==> config.mk <==
export PLATFORM = sky130hd
export DESIGN_NAME = audio_mixer
export DESIGN_NICKNAME = d
export VERILOG_FILES = /design/src/rtl/audio_mixer_pkg.sv /design/src/rtl/mixer_clamp.sv /design/src/rtl/audio_mixer.sv
export SDC_FILE = /design/constraint.sdc
export NUM_CORES = 1
export LEC_CHECK = 0
export BUFFER_PORTS_ARGS = -buffer_cell sky130_fd_sc_hd__clkbuf_2
export CAP_MARGIN = 20
export CORE_MARGIN = 2
export CORE_UTILIZATION = 30
export DETAILED_ROUTE_END_ITERATION = 12
export PLACE_DENSITY_LB_ADDON = 0.1
export REMOVE_ABC_BUFFERS = 1
export SLEW_MARGIN = 20
export SYNTH_ARGS = -nofsm -noshare
export SYNTH_HDL_FRONTEND = slang
export SYNTH_SLANG_ARGS = --single-unit
==> constraint.sdc <==
create_clock -name i_clk -period 3.1 [get_ports i_clk]
set_clock_uncertainty 0.05 [all_clocks]
set_input_delay 0.155 -clock i_clk [delete_from_list [all_inputs] [get_ports i_clk]]
set_output_delay 0.155 -clock i_clk [all_outputs]
set_load 0.05 [all_outputs]
==> src/rtl/audio_mixer_pkg.sv <==
// Shared types and width helpers for the audio mixer.
// Build option: AUDIO_MIXER_SATURATE_EN selects clamp instead of wrap.
package audio_mixer_pkg;

  typedef enum logic [1:0] {
    IDLE,
    ACCUM,
    DONE
  } state_e;

  function automatic int acc_width(
    input int sample_w,
    input int num_ch
  );
    return sample_w + $clog2(num_ch);
  endfunction

endpackage

==> src/rtl/mixer_clamp.sv <==
// Narrows the accumulator to the output width.
// AUDIO_MIXER_SATURATE_EN: clamp to full scale, else modulo wrap.
module mixer_clamp #(
  parameter int IN_WIDTH  = 11,
  parameter int OUT_WIDTH = 11
) (
  input  logic [IN_WIDTH-1:0]  i_value,
  output logic [OUT_WIDTH-1:0] o_value
);

  if (OUT_WIDTH >= IN_WIDTH) begin : g_ext
    assign o_value = OUT_WIDTH'(i_value);
  end else begin : g_narrow
`ifdef AUDIO_MIXER_SATURATE_EN
    localparam logic [OUT_WIDTH-1:0] MAX = '1;
    assign o_value = (|i_value[IN_WIDTH-1:OUT_WIDTH]) ?
                     MAX : i_value[OUT_WIDTH-1:0];
`else
    logic unused_hi;
    assign unused_hi = ^i_value[IN_WIDTH-1:OUT_WIDTH];
    assign o_value   = i_value[OUT_WIDTH-1:0];
`endif
  end

endmodule

==> src/rtl/audio_mixer.sv <==
// Sequential N-channel mixer: one channel per cycle into a wide accumulator.
// Build option: AUDIO_MIXER_SATURATE_EN (see mixer_clamp).
module audio_mixer
  import audio_mixer_pkg::*;
#(
  parameter int NUM_CHANNELS = 4,
  parameter int SAMPLE_WIDTH = 9,
  parameter int OUT_WIDTH    = 11
) (
  input  logic                                 i_clk,
  input  logic                                 i_rst_n,
  input  logic [NUM_CHANNELS*SAMPLE_WIDTH-1:0] i_samples,
  input  logic                                 i_sample_stb,
  input  logic [NUM_CHANNELS-1:0]              i_mute_mask,
  output logic [OUT_WIDTH-1:0]                 o_sample,
  output logic                                 o_sample_valid,
  output logic                                 o_busy,
  output logic                                 o_overrun
);

  localparam int ACC_W = acc_width(SAMPLE_WIDTH, NUM_CHANNELS);
  localparam int IDX_W = $clog2(NUM_CHANNELS);
  localparam int TOT_W = NUM_CHANNELS * SAMPLE_WIDTH;

  state_e                  state_q, state_d;
  logic [IDX_W-1:0]        idx_q, idx_d;
  logic [ACC_W-1:0]        acc_q, acc_d;
  logic [TOT_W-1:0]        snap_q, snap_d;
  logic [NUM_CHANNELS-1:0] mask_q, mask_d;
  logic [OUT_WIDTH-1:0]    out_q, out_d;
  logic                    valid_q, valid_d;
  logic                    ovr_q, ovr_d;

  logic [SAMPLE_WIDTH-1:0] chan;
  logic                    chan_mute;
  logic [OUT_WIDTH-1:0]    narrow;

  mixer_clamp #(
    .IN_WIDTH  (ACC_W),
    .OUT_WIDTH (OUT_WIDTH)
  ) u_clamp (
    .i_value (acc_q),
    .o_value (narrow)
  );

  always_comb begin
    chan      = '0;
    chan_mute = 1'b0;
    for (int k = 0; k < NUM_CHANNELS; k++) begin
      if (idx_q == IDX_W'(k)) begin
        chan      = snap_q[k*SAMPLE_WIDTH +: SAMPLE_WIDTH];
        chan_mute = mask_q[k];
      end
    end
  end

  always_comb begin
    state_d = state_q;
    idx_d   = idx_q;
    acc_d   = acc_q;
    snap_d  = snap_q;
    mask_d  = mask_q;
    out_d   = out_q;
    valid_d = 1'b0;
    ovr_d   = ovr_q;
    unique case (state_q)
      IDLE: begin
        if (i_sample_stb) begin
          snap_d  = i_samples;
          mask_d  = i_mute_mask;
          acc_d   = '0;
          idx_d   = '0;
          state_d = ACCUM;
        end
      end
      ACCUM: begin
        if (!chan_mute) acc_d = acc_q + ACC_W'(chan);
        idx_d = idx_q + IDX_W'(1);
        if (idx_q == IDX_W'(NUM_CHANNELS-1)) state_d = DONE;
        if (i_sample_stb) ovr_d = 1'b1;
      end
      DONE: begin
        out_d   = narrow;
        valid_d = 1'b1;
        state_d = IDLE;
        if (i_sample_stb) ovr_d = 1'b1;
      end
      default: state_d = IDLE;
    endcase
  end

  always_ff @(posedge i_clk or negedge i_rst_n) begin
    if (!i_rst_n) begin
      state_q <= IDLE;
      idx_q   <= '0;
      acc_q   <= '0;
      snap_q  <= '0;
      mask_q  <= '0;
      out_q   <= '0;
      valid_q <= 1'b0;
      ovr_q   <= 1'b0;
    end else begin
      state_q <= state_d;
      idx_q   <= idx_d;
      acc_q   <= acc_d;
      snap_q  <= snap_d;
      mask_q  <= mask_d;
      out_q   <= out_d;
      valid_q <= valid_d;
      ovr_q   <= ovr_d;
    end
  end

  assign o_sample       = out_q;
  assign o_sample_valid = valid_q;
  assign o_busy         = (state_q != IDLE);
  assign o_overrun      = ovr_q;

endmodule
After elaboration in Yosys (flattened, before gate mapping)
Cells that the tools add are included.

storage, ports and cells
  register bits = 68
  input bits = 43
  output and inout bits = 14
  word-level logic and storage cells = 45

operators by class
  $add $sub $neg = 2
  eq/ne operators = 8
  multiplexer cells = 17
  reduce and logical (&&, ||, !) cells = 10

operators with widths
  operator                                             number
  two-way mux 9 bit                                    4
  two-way mux 11 bit                                   2
  case mux 11 bit (2 select lines)                     1
  adder 11 x 9 -> 11 bit                               1
  case mux 2 bit (2 select lines)                      2
  AND reduction 2 bit                                  4
  equality test 2 bit, second input constant           3
  two-way mux 2 bit                                    3
  inequality test 2 bit, second input constant         3
  two-way mux 1 bit                                    5
  equality test 2 x 1 -> 1 bit, second input constant  2
  logical NOT 2 bit                                    2
  nonzero test 2 bit                                   2
  AND reduction 3 bit                                  1
  adder 2 x 1 -> 2 bit, second input constant          1
  OR reduction 2 bit                                   1

Longest topological paths before layout
Gate-level depths: netlist (run 1).

  depth after elaboration = 8
  mapped depth = 16
  depth with buffers taken out = 15

Modules after synthesis
A second synthesis (run 1) with hierarchy kept.

second synthesis, totals
  cells, all modules = 300
  area, all modules = 3493.4 sq um

modules (own cells, without submodules)
  module       times used  cells an instance  area an instance (sq um)  sequential area each (sq um)
  audio_mixer  1           289                3410.8                    1701.6
  mixer_clamp  1           11                 82.6                      0.0

Worst setup path before layout (run 1)
Ideal clock, no wire load.

  kind = register to register
  from = register idx_q[0]
  to = register acc_q[6]
  setup time = 121 ps
  arrival = 2762 ps
  data required time = 2929 ps
  path slack = 167 ps
  cell stages (with the launch flop) = 17
  buffers on the path = 1
  clock period less this slack = 2933 ps
  cell sequence = dfrtp_1 -> inv_1 -> ha_1 -> nor2b_1 -> clkbuf_1 -> a22oi_1 -> nor2_1 -> a21oi_1 -> o21ai_1 -> ha_1 -> inv_1 -> fa_1 -> nor2b_1 -> o2111ai_1 -> and2_1 -> xnor2_1 -> a22o_1

between the ends
  longest elaborated chain between the ends = 8
  elaborated cells on any way between the ends = 17
  those cells by class = add/sub: 1; eq/ne: 4; mux: 10; reduce/logical: 2

ends and longest elaborated chain
  element                           RTL line            source
  start, declared                   audio_mixer.sv:26   logic [IDX_W-1:0] idx_q, idx_d;
  start signal, assigned            audio_mixer.sv:104  idx_q <= idx_d;
  logical NOT 2 bit                 audio_mixer.sv:50   if (idx_q == IDX_W'(k)) begin
  two-way mux 9 bit (4 in a row)    audio_mixer.sv:50
  adder 11 x 9 -> 11 bit            audio_mixer.sv:77   if (!chan_mute) acc_d = acc_q + ACC_W'(chan);
  two-way mux 11 bit                audio_mixer.sv:77
  case mux 11 bit (2 select lines)  audio_mixer.sv:66   unique case (state_q)
  end signal, assigned              audio_mixer.sv:96   acc_q <= '0;
  end signal, assigned              audio_mixer.sv:105  acc_q <= acc_d;
  end, declared                     audio_mixer.sv:27   logic [ACC_W-1:0] acc_q, acc_d;

Several ways; a longest one is shown, not always the timed one. The select of a mux whose other input is x is not followed.
A chain may end at the register's enable or synchronous reset.

Final worst setup path (run 1)
  from = register idx_q[0]
  to = register acc_q[9]

The elaborated chain is that of the path after synthesis.

==> metrics.txt, run 1 <==
number of core rows=38; minimum clock period after layout=about 3 ns; outcome=completed; worst path arrival time=3.19 ns; length in cells of the worst reg-to-reg path=13; Core Region=between 10000 and 15000 sq um; Setup CP Type=flip-flop to flip-flop; first-pass GRT wire length=roughly 12000 um; total number of yosys warnings=0; post-layout worst setup margin=around 0.13 ns; actual slew at the worst max-slew pin=0.544 ns; count of boundary I/O pins=57; register bit total from synthesis=68; Leakage Power=0.00215 uW; number of distinct library cells after synthesis=45; pin count of the biggest net entering global routing=41; Cells after Synth=286; root buffer cell=sky130_fd_sc_hd__clkbuf_8; highest-delay cell along the critical path=sky130_fd_sc_hd__dfrtp_1; delay of the slowest critical-path stage=0.42 ns; overall die area=12100 sq um; grt ovf=0; via count of the first global-routing pass=between 2000 and 3000; Via-to-Cell Ratio=around 4.7; fraction of the yosys area taken by sequential cells=roughly half; share of the synthesized area in the top cell type=50.5%; net count reported at finish=461; detailed-route DRC error count=0; Routed WL=7750 um; clk buf depth=2; number of synthesized flops with an enable pin=0; count of endpoints failing hold in the final timing report=0; share of the clock period used by the worst path=95.8%; Chip Width=110 um; final total negative setup slack=0 ns; # port buffers=between 50 and 60; commonest cells in the synthesized netlist=sky130_fd_sc_hd__dfrtp_1, sky130_fd_sc_hd__mux2_2, sky130_fd_sc_hd__nand2_1; worst vdd rail ir drop=0.338 mV; DRC violation total after the first TritonRoute iteration=between 60 and 70; Post-synth top flop=sky130_fd_sc_hd__dfrtp_1; number of endpoints failing setup at the final stage=0; Placement Setup Slack=0.0288 ns; number of maximum-capacitance violations=0; sequence of cells on the critical path=buf_6 > ha_4 > buf_12 > a22oi_2 > nor2_1 > a21oi_1 > o21ai_1 > ha_1 > a21o_1 > a31oi_4 > a211o_1 > a2111oi_4 > o21bai_1; maximum clock frequency=337 MHz; worst-skew pair later-pin latency=0.35 ns; fraction of registers with async set or reset after synthesis=100%; total routing usage reported by global routing=13.6%; maximum fanout encountered on the critical timing path=11; clock tree from TritonCTS=built; routed wirelength normalized by instance count=about 14 um; most frequent cell after synthesis=sky130_fd_sc_hd__dfrtp_1; startpoint of the tightest hold check path=i_samples[34]; post-synth top area cell=sky130_fd_sc_hd__dfrtp_1; area of all placed cells without fillers=about 4700 sq um; sink count of the clock tree=68; H-Tree Depth=3; antenna viol nets, final=0; Hold Crit Depth=2; Power per Cell Area=1090 nW/um^2; placer's final routability congestion estimate=0.803; fill cell total of the finished layout=1054; vertical die dimension=110 um; mapped cell area=3370 sq um; placed instance area=roughly 3900 sq um; n_diodes=0; internal reg-to-reg setup slack=~0.13 ns; reg2reg end=acc_q[9]$_DFFE_PN0P_; share of post-route cells with drive strength above 1=39.5%; initial core utilization=30.9%; clock transition at the registers of the reported paths=0.07 ns; Critical Path Source Type=flip-flop; dpl hpwl=between 5000 and 6000 um; worst min path class=input port to flip-flop; number of antenna violations at the first check in global routing=0; via count of the routed design=2566; Mapped Avg Cell Area=approximately 12 sq um; Syn-to-layout area delta=38.7%; worst-case hold path end point=snap_q[34]$_DFFE_PN0P_; number of pins with negative max-slew slack in the final report=0; worst slew margin relative to its limit=63.7%; total iterations of the first detailed-routing run=4; largest cells by area after synthesis=sky130_fd_sc_hd__dfrtp_1, sky130_fd_sc_hd__mux2_2, sky130_fd_sc_hd__ha_1; sort of element at the end of the critical path=flip-flop; clock buffers created by TritonCTS=9; reg2reg start=idx_q[0]$_DFFE_PN0P_; worst path required time=~3.3 ns
==> per-stage QoR <==
step / instances / power, uW / util [%] / hold WS [ns]
after floorplan: 273 / 3240 / - / -0.191
after CTS: 538 / 4820 / 41.2 / 0.000912
after detailed placement: 484 / 3930 / 35.6 / 0.134
final: 545 / 5070 / 42.9 / 0.00667
after global placement: 484 / 3930 / 35.6 / 0.139
after global routing: 545 / 5440 / 42.9 / 0.0121
==> where the power goes <==
| part | internal [uW] | switching, uW | total [uW] |
|---|---|---|---|
| clock network | 478 | 357 | 835 |
| logic | 1260 | 1430 | 2700 |
| registers | 1290 | 250 | 1540 |
==> logic make-up after synthesis <==
family                     count (synthesis)  share of synthesized area, %
AOI/OAI and AO/OA                         67                          13.9
xor gates and xnor gates                   4                          1.04
adders and majority gates                 18                          6.91
buffers and inverters                     25                          3.08
DFF                                       68                          50.5
muxes                                     53                          17.7
and+or+nand+nor                           51                          6.94
==> critical path, delay by kind of cell, from the launching register on <==
| kind | cells | cell delay, ns |
|---|---|---|
| compound gates | 8 | 1.56 |
| fa+ha+maj | 2 | 0.55 |
| buf+inv | 2 | 0.29 |
| flops | 1 | 0.42 |
| simple gates | 1 | 0.05 |
==> cells in the final DEF, fill, tap and decap left out, types with 2 or more instances in the layout <==
cell type	instances
sky130_fd_sc_hd__clkbuf_2	55
sky130_fd_sc_hd__nand2_1	22
sky130_fd_sc_hd__a31oi_1	2
sky130_fd_sc_hd__xnor2_1	4
sky130_fd_sc_hd__nand3_1	4
sky130_fd_sc_hd__o21a_1	3
sky130_fd_sc_hd__dlygate4sd3_1	38
sky130_fd_sc_hd__nor2b_1	3
sky130_fd_sc_hd__buf_4	19
sky130_fd_sc_hd__buf_6	2
sky130_fd_sc_hd__a21oi_1	17
sky130_fd_sc_hd__clkbuf_8	10
sky130_fd_sc_hd__a221oi_4	2
sky130_fd_sc_hd__inv_2	2
sky130_fd_sc_hd__a21o_1	6
sky130_fd_sc_hd__o2111ai_1	2
sky130_fd_sc_hd__a22oi_1	6
sky130_fd_sc_hd__ha_4	2
sky130_fd_sc_hd__inv_1	10
sky130_fd_sc_hd__nand3b_1	2
sky130_fd_sc_hd__bufinv_16	2
sky130_fd_sc_hd__nor3_1	2
sky130_fd_sc_hd__nor2_1	11
sky130_fd_sc_hd__clkinv_4	2
sky130_fd_sc_hd__dfrtp_1	68
sky130_fd_sc_hd__o21ai_0	2
sky130_fd_sc_hd__mux2_2	51
sky130_fd_sc_hd__o21ai_1	8
sky130_fd_sc_hd__ha_1	14
sky130_fd_sc_hd__a22o_1	4
==> layer usage <==
layer	wire (um)	up-vias	part of all wire (%)	global-route usage, %
li1	-	1264	-	-
met1	3760	1233	48	18.8
met2	3580	58	46	20.9
met3	291	11	3.8	2.53
met4	127	0	1.6	5.42
met5	0	-	0	0
==> how the worst max path moves through the flow <==
stage                         startpoint              endpoint  slack (ns)  depth (start not counted)
floorplan           idx_q[1]$_DFFE_PN0P_  acc_q[6]$_DFFE_PN0P_        0.06                         15
global placement    idx_q[0]$_DFFE_PN0P_  acc_q[9]$_DFFE_PN0P_        0.14                         13
detailed placement  idx_q[0]$_DFFE_PN0P_  acc_q[9]$_DFFE_PN0P_        0.03                         13
CTS                 idx_q[0]$_DFFE_PN0P_  acc_q[9]$_DFFE_PN0P_       0.004                         13
global route        idx_q[0]$_DFFE_PN0P_  acc_q[9]$_DFFE_PN0P_       -0.02                         13
finish              idx_q[0]$_DFFE_PN0P_  acc_q[9]$_DFFE_PN0P_        0.13                         13
==> repair_timing <==
action	in CTS	in global routing
cloned	0	0
hold endpoints to repair	57	0
endpoints found under the setup margin	1	6
setup buffers	0	7
hold buffers	38	0
gates resized for setup	1	25
pin swaps	0	8
==> flip-flops by register name, summed over array words and instances (netlist names) <==
name / flops
snap_q: 36
acc_q: 11
o_sample: 11
mask_q: 4
idx_q: 2
state_q: 2
o_overrun: 1
o_sample_valid: 1
==> layout make-up <==
type / instances / area, sq um / share of cell area [%]
flip-flops and latches: 68 / 1700 / 36.4
clock buffers: 11 / 141 / 3.03
well taps: 140 / 175 / 3.75
multi-input cells: 193 / 1680 / 35.9
repair buffers: 116 / 846 / 18.1
clock inverters: 5 / 85.1 / 1.82
inverters: 12 / 45.0 / 0.964
Note: power is estimated with default switching activity, not from simulation.
==> run 2, diff against run 1 <==
==> constraint.sdc (replaced) <==
create_clock -name i_clk -period 3.5 [get_ports i_clk]
set_clock_uncertainty 0.05 [all_clocks]
set_input_delay 0.175 -clock i_clk [delete_from_list [all_inputs] [get_ports i_clk]]
set_output_delay 0.175 -clock i_clk [all_outputs]
set_load 0.05 [all_outputs]
==> metrics.txt, run 2 (synthesis gave the netlist of run 1 again) <==
clock transition at the registers of the reported paths=0.08 ns; Chip Width=110 um; highest-delay cell along the critical path=sky130_fd_sc_hd__dfrtp_1; worst-skew pair later-pin latency=0.35 ns; Power per Cell Area=947 nW/um^2; count of placed standard cells including taps=475; number of pins with negative max-slew slack in the final report=0; net count reported at finish=432; sink count of the clock tree=68; clk buf depth=2; sum of internal, switching and leakage power=4040 uW; cell repeated most along the worst path=sky130_fd_sc_hd__ha_1; # port buffers=56; Syn-to-layout area delta=26.7%; delay of the slowest critical-path stage=roughly 0.4 ns; worst path arrival time=roughly 3.4 ns; total iterations of the first detailed-routing run=4; placed instance area=about 3800 sq um; DRC violation total after the first TritonRoute iteration=83; most common cell after layout, fill and taps aside=sky130_fd_sc_hd__dfrtp_1; area of all placed cells without fillers=4270 sq um; maximum fanout encountered on the critical timing path=6; Routed WL=7310 um; n_diodes=0; root buffer cell=sky130_fd_sc_hd__clkbuf_8; share of the clock period used by the worst path=90.5%; detailed-route DRC error count=0; filler-free cell count of the finished design=just over 500; outcome=completed; Core Region=10900 sq um; count of endpoints failing hold in the final timing report=0; count of boundary I/O pins=57; final total negative setup slack=0 ns; clock buffers created by TritonCTS=9; pin count of the biggest net entering global routing=44; Largest register FFs=36; total routing usage reported by global routing=about an eighth; initial core utilization=between 30% and 40%; overall die area=12100 sq um; grt ovf=0; routed wirelength normalized by instance count=14.2 um; via count of the routed design=2404; minimum clock period after layout=3.17 ns; vertical die dimension=110 um; number of endpoints failing setup at the final stage=0; Leakage Power=0.00198 uW; share of post-route cells with drive strength above 1=35.4%; worst slew margin relative to its limit=between 60% and 70%; Critical Path Source Type=flip-flop; placer's final routability congestion estimate=0.713; H-Tree Depth=3; leading cell types in the layout, fill and taps excluded=sky130_fd_sc_hd__dfrtp_1, sky130_fd_sc_hd__clkbuf_2, sky130_fd_sc_hd__mux2_2, sky130_fd_sc_hd__dlygate4sd3_1, sky130_fd_sc_hd__nand2_1; number of core rows=38; actual slew at the worst max-slew pin=between 0.5 and 0.6 ns; sort of element at the end of the critical path=flip-flop; # Post-CTS Setup Buffers=0; worst vdd rail ir drop=0.290 mV; number of maximum-capacitance violations=0; dpl hpwl=5320 um; maximum clock frequency=316 MHz; first-pass GRT wire length=approximately 12000 um; antenna viol nets, final=0; fill cell total of the finished layout=1082; worst path required time=3.71 ns; number of antenna violations at the first check in global routing=0; worst hold slack across all endpoints=approximately 0.013 ns; Most flops, register=snap_q; unrepaired setup endpoints after global routing=false; worst min path class=input port to flip-flop; Via-to-Cell Ratio=4.66; clock tree from TritonCTS=built; sequence of cells on the critical path=inv_1 > ha_1 > nor2b_2 > buf_4 > a22oi_1 > nor2_1 > a21oi_1 > o21ai_1 > ha_1 > a21o_1 > a31oi_1 > a211o_1 > a2111oi_0 > o21bai_1; via count of the first global-routing pass=2453; Setup CP Type=flip-flop to flip-flop
-- run 2: cell types whose count changed in the layout (fill, tap and decap cells not counted), moves of 2 or more --
cell                            change
sky130_fd_sc_hd__ha_4               -2
sky130_fd_sc_hd__inv_2              -2
sky130_fd_sc_hd__inv_1              +2
sky130_fd_sc_hd__dlygate4sd3_1     -13
sky130_fd_sc_hd__buf_4             -12
sky130_fd_sc_hd__buf_6              -2
sky130_fd_sc_hd__a221oi_4           -2
sky130_fd_sc_hd__a221oi_1           +2
sky130_fd_sc_hd__ha_1               +3
sky130_fd_sc_hd__clkinv_2           +2
-- run 2: worst paths after layout --
kind	startpoint	endpoint	slack, ns	cells after the start
min	i_samples[31]	snap_q[31]$_DFFE_PN0P_	0.01	2
min reg2reg	o_overrun$_DFFE_PN0P_	o_overrun$_DFFE_PN0P_	0.41	1
max in group asynchronous	i_rst_n	acc_q[6]$_DFFE_PN0P_	2.32	3
max reg2reg	idx_q[0]$_DFFE_PN0P_	acc_q[9]$_DFFE_PN0P_	0.33	14
max	idx_q[0]$_DFFE_PN0P_	acc_q[9]$_DFFE_PN0P_	0.33	14
min in group asynchronous	i_rst_n	mask_q[0]$_DFFE_PN0P_	0.32	2
-- run 2: routing by layer --
layer	share of wire, %	wire length [um]	global-route usage [%]	up-vias
met5	0	0	0	-
met4	1.7	127	5.70	0
met3	3.7	273	2.59	11
met2	44	3200	20.0	42
met1	51	3710	18.8	1137
li1	-	-	-	1214
-- run 2: what timing repair did --
item,4_1_cts,5_1_grt
hold buffers,23,2
resized for setup,0,1
setup endpoints to repair,0,2
hold endpoints to repair,64,2
-- run 2: worst max-delay path: cells and delay by family, from the launching register on --
kind / cells / cell delay [ns]
flip-flops: 1 / 0.41
buffers and inverters: 2 / 0.25
adder cells (fa/ha/maj): 2 / 0.62
AND/OR/NAND/NOR: 2 / 0.24
AO/OA/AOI/OAI: 8 / 1.51
-- run 2: area by class of cell --
cell class	count	area [sq um]	share of cell area, %
repair buffers	87	578	13.5
flip-flops and latches	68	1700	39.9
well taps	140	175	4.10
inverters	12	45.0	1.06
multi-input cells	193	1570	36.7
clock inverters	6	63.8	1.50
clock buffers	10	138	3.22
-- run 2: metrics by stage --
step                      setup slack [ns]  util (%)
after floorplan                      0.465         -
after global placement               0.422      35.0
after detailed placement             0.322      35.0
after CTS                            0.249      39.0
after global routing                0.0644      39.2
final                                0.334      39.2
-- run 2: power breakdown --
| group | total [uW] | internal (uW) | switching [uW] |
|---|---|---|---|
| clock | 661 | 347 | 314 |
| combinational | 2030 | 891 | 1140 |
| sequential | 1350 | 1140 | 207 |
==> run 3, diff against run 2 <==
--- a/config.mk
+++ b/config.mk
@@ -5,11 +5,11 @@
 export SDC_FILE = /design/constraint.sdc
 export NUM_CORES = 1
 export LEC_CHECK = 0
-export BUFFER_PORTS_ARGS = -buffer_cell sky130_fd_sc_hd__clkbuf_2
 export CAP_MARGIN = 20
 export CORE_MARGIN = 2
 export CORE_UTILIZATION = 30
 export DETAILED_ROUTE_END_ITERATION = 12
+export DONT_BUFFER_PORTS = 1
 export PLACE_DENSITY_LB_ADDON = 0.1
 export REMOVE_ABC_BUFFERS = 1
 export SLEW_MARGIN = 20
==> metrics.txt, run 3 (synthesis gave the netlist of run 1 again) <==
clk buf depth=2; worst vdd rail ir drop=0.310 mV; grt ovf=0; Power per Cell Area=965 nW/um^2; antenna viol nets, final=0; Placement Setup Slack=around 0.37 ns; total iterations of the first detailed-routing run=5; worst-case hold path end point=idx_q[0]$_DFFE_PN0P_; number of maximum-capacitance violations=0; clock transition at the registers of the reported paths=~0.07 ns; Hold Crit Depth=3; Leakage Power=0.00183 uW; Routed WL=around 7300 um; actual slew at the worst max-slew pin=0.567 ns; count of endpoints failing hold in the final timing report=0; Syn-to-layout area delta=24.2%; worst slew margin relative to its limit=62.2%; startpoint of the tightest hold check path=i_sample_stb; sequential share of power=38.1%; Critical Path Source Type=flip-flop; fill cell total of the finished layout=1084; maximum clock frequency=322 MHz; Largest register FFs=36; Sw Share=40.9%; # port buffers=0; pin count of the biggest net entering global routing=69; clock tree from TritonCTS=built; area taken by flip-flops and latches=around 1700 sq um; footprint of the multi-input gates=1560 sq um; internal reg-to-reg setup slack=0.39 ns; sum of internal, switching and leakage power=4040 uW; number of endpoints failing setup at the final stage=0; initial core utilization=30.9%; worst-skew pair later-pin latency=0.35 ns; number of antenna violations at the first check in global routing=0; filler-free cell count of the finished design=476; number of core rows=38; H-Tree Depth=3; Via-to-Cell Ratio=4.78; dpl hpwl=5190 um; routed wirelength normalized by instance count=15.3 um; length in cells of the worst reg-to-reg path=14; number of pins with negative max-slew slack in the final report=0; first-pass GRT wire length=about 12000 um; vertical die dimension=110 um; Power Internal=2390 uW; via count of the first global-routing pass=2378; sort of element at the end of the critical path=flip-flop; outcome=completed; clock share of power=17.7%; # Post-CTS Setup Buffers=0; sink count of the clock tree=68; share of the clock period used by the worst path=88.9%; reg2reg end=acc_q[8]$_DFFE_PN0P_; leading cell types in the layout, fill and taps excluded=sky130_fd_sc_hd__dfrtp_1, sky130_fd_sc_hd__mux2_2, sky130_fd_sc_hd__dlygate4sd3_1, sky130_fd_sc_hd__nand2_1, sky130_fd_sc_hd__a21oi_1; worst path required time=3.67 ns; total routing usage reported by global routing=13.2%; n_diodes=0; worst min path class=input port to flip-flop; unrepaired setup endpoints after global routing=false; count of boundary I/O pins=57; post-layout worst setup margin=~0.39 ns; reg2reg start=idx_q[0]$_DFFE_PN0P_; minimum clock period after layout=3.11 ns; launch point of the critical path=idx_q[0]$_DFFE_PN0P_; via count of the routed design=roughly 2300; DRC violation total after the first TritonRoute iteration=between 40 and 50; root buffer cell=sky130_fd_sc_hd__clkbuf_8; placer's final routability congestion estimate=0.804; Chip Width=110 um; most common cell after layout, fill and taps aside=sky130_fd_sc_hd__dfrtp_1; Core Region=~11000 sq um; maximum fanout encountered on the critical timing path=7; Gates resized, CTS repair=0; detailed-route DRC error count=0; power share of the combinational group=44.2%; worst path arrival time=3.28 ns; count of placed standard cells including taps=418; share of post-route cells with drive strength above 1=22.3%; overall die area=12100 sq um; clock buffers created by TritonCTS=9; final total negative setup slack=0 ns; NetSw=1650 uW; Most flops, register=snap_q; Setup CP Type=flip-flop to flip-flop; net count reported at finish=393
==> run 3: worst max-delay path: stages, from the launching register on <==
cell and delay, ns:
sky130_fd_sc_hd__dfrtp_1 0.41, sky130_fd_sc_hd__inv_1 0.11, sky130_fd_sc_hd__ha_1 0.21, sky130_fd_sc_hd__nor2b_1 0.22, sky130_fd_sc_hd__buf_4 0.19, sky130_fd_sc_hd__a221oi_1 0.08
sky130_fd_sc_hd__nor3_1 0.16, sky130_fd_sc_hd__a21o_1 0.13, sky130_fd_sc_hd__inv_1 0.06, sky130_fd_sc_hd__fa_1 0.40, sky130_fd_sc_hd__nor2b_1 0.24, sky130_fd_sc_hd__o2111ai_1 0.18
sky130_fd_sc_hd__and2_1 0.23, sky130_fd_sc_hd__o2111ai_1 0.20, sky130_fd_sc_hd__o211ai_1 0.11
==> run 3: worst max path at each step <==
stage          cells past startpoint              endpoint
2_1_floorplan                     15  acc_q[6]$_DFFE_PN0P_
3_3_place_gp                      13  acc_q[9]$_DFFE_PN0P_
3_5_place_dp                      13  acc_q[9]$_DFFE_PN0P_
4_1_cts                           14  acc_q[8]$_DFFE_PN0P_
5_1_grt                           13  acc_q[9]$_DFFE_PN0P_
6_report                          14  acc_q[8]$_DFFE_PN0P_
==> run 3: cell type report <==
cell class	instances	share of cell area (%)
Sequential cell	68	40.7
Timing Repair Buffer	48	11.6
Clock inverter	6	2.15
Tap cell	140	4.19
Multi-Input combinational cell	193	37.4
Clock buffer	9	2.96
Inverter	12	1.08
==> run 3: layer usage <==
| metal | wire length (um) | global-route usage (%) | vias up | share of wire (%) |
|---|---|---|---|---|
| met2 | 3270 | 20.2 | 48 | 45 |
| met5 | 0 | 0 | - | 0 |
| met3 | 344 | 3.82 | 11 | 4.7 |
| met1 | 3540 | 17.6 | 1082 | 49 |
| li1 | - | - | 1132 | - |
| met4 | 108 | 5.15 | 0 | 1.5 |
==> run 3: stage by stage <==
stage	util (%)	hold slack (ns)	area (sq um)
after detailed placement	32.4	-0.168	3520
after floorplan	-	-0.171	3310
final	38.4	0.0433	4190
after global routing	38.4	0.0457	4190
after global placement	32.4	-0.168	3520
after CTS	38.4	0.0181	4190
==> run 3: timing repair <==
| action | in CTS | in global routing |
|---|---|---|
| hold buffers | 43 | 0 |
| endpoints found under the setup margin | 0 | 0 |
| hold endpoints to repair | 109 | 0 |
==> run 3: power groups by stage <==
| stage | registers (uW) | logic, uW | clock network, uW |
|---|---|---|---|
| floorplan | 1470 | 1410 | 0 |
| global placement | 1570 | 1730 | 0 |
| global route | 1590 | 2010 | 783 |
| CTS | 1550 | 1810 | 751 |
| finish | 1540 | 1790 | 713 |
| detailed placement | 1570 | 1750 | 0 |
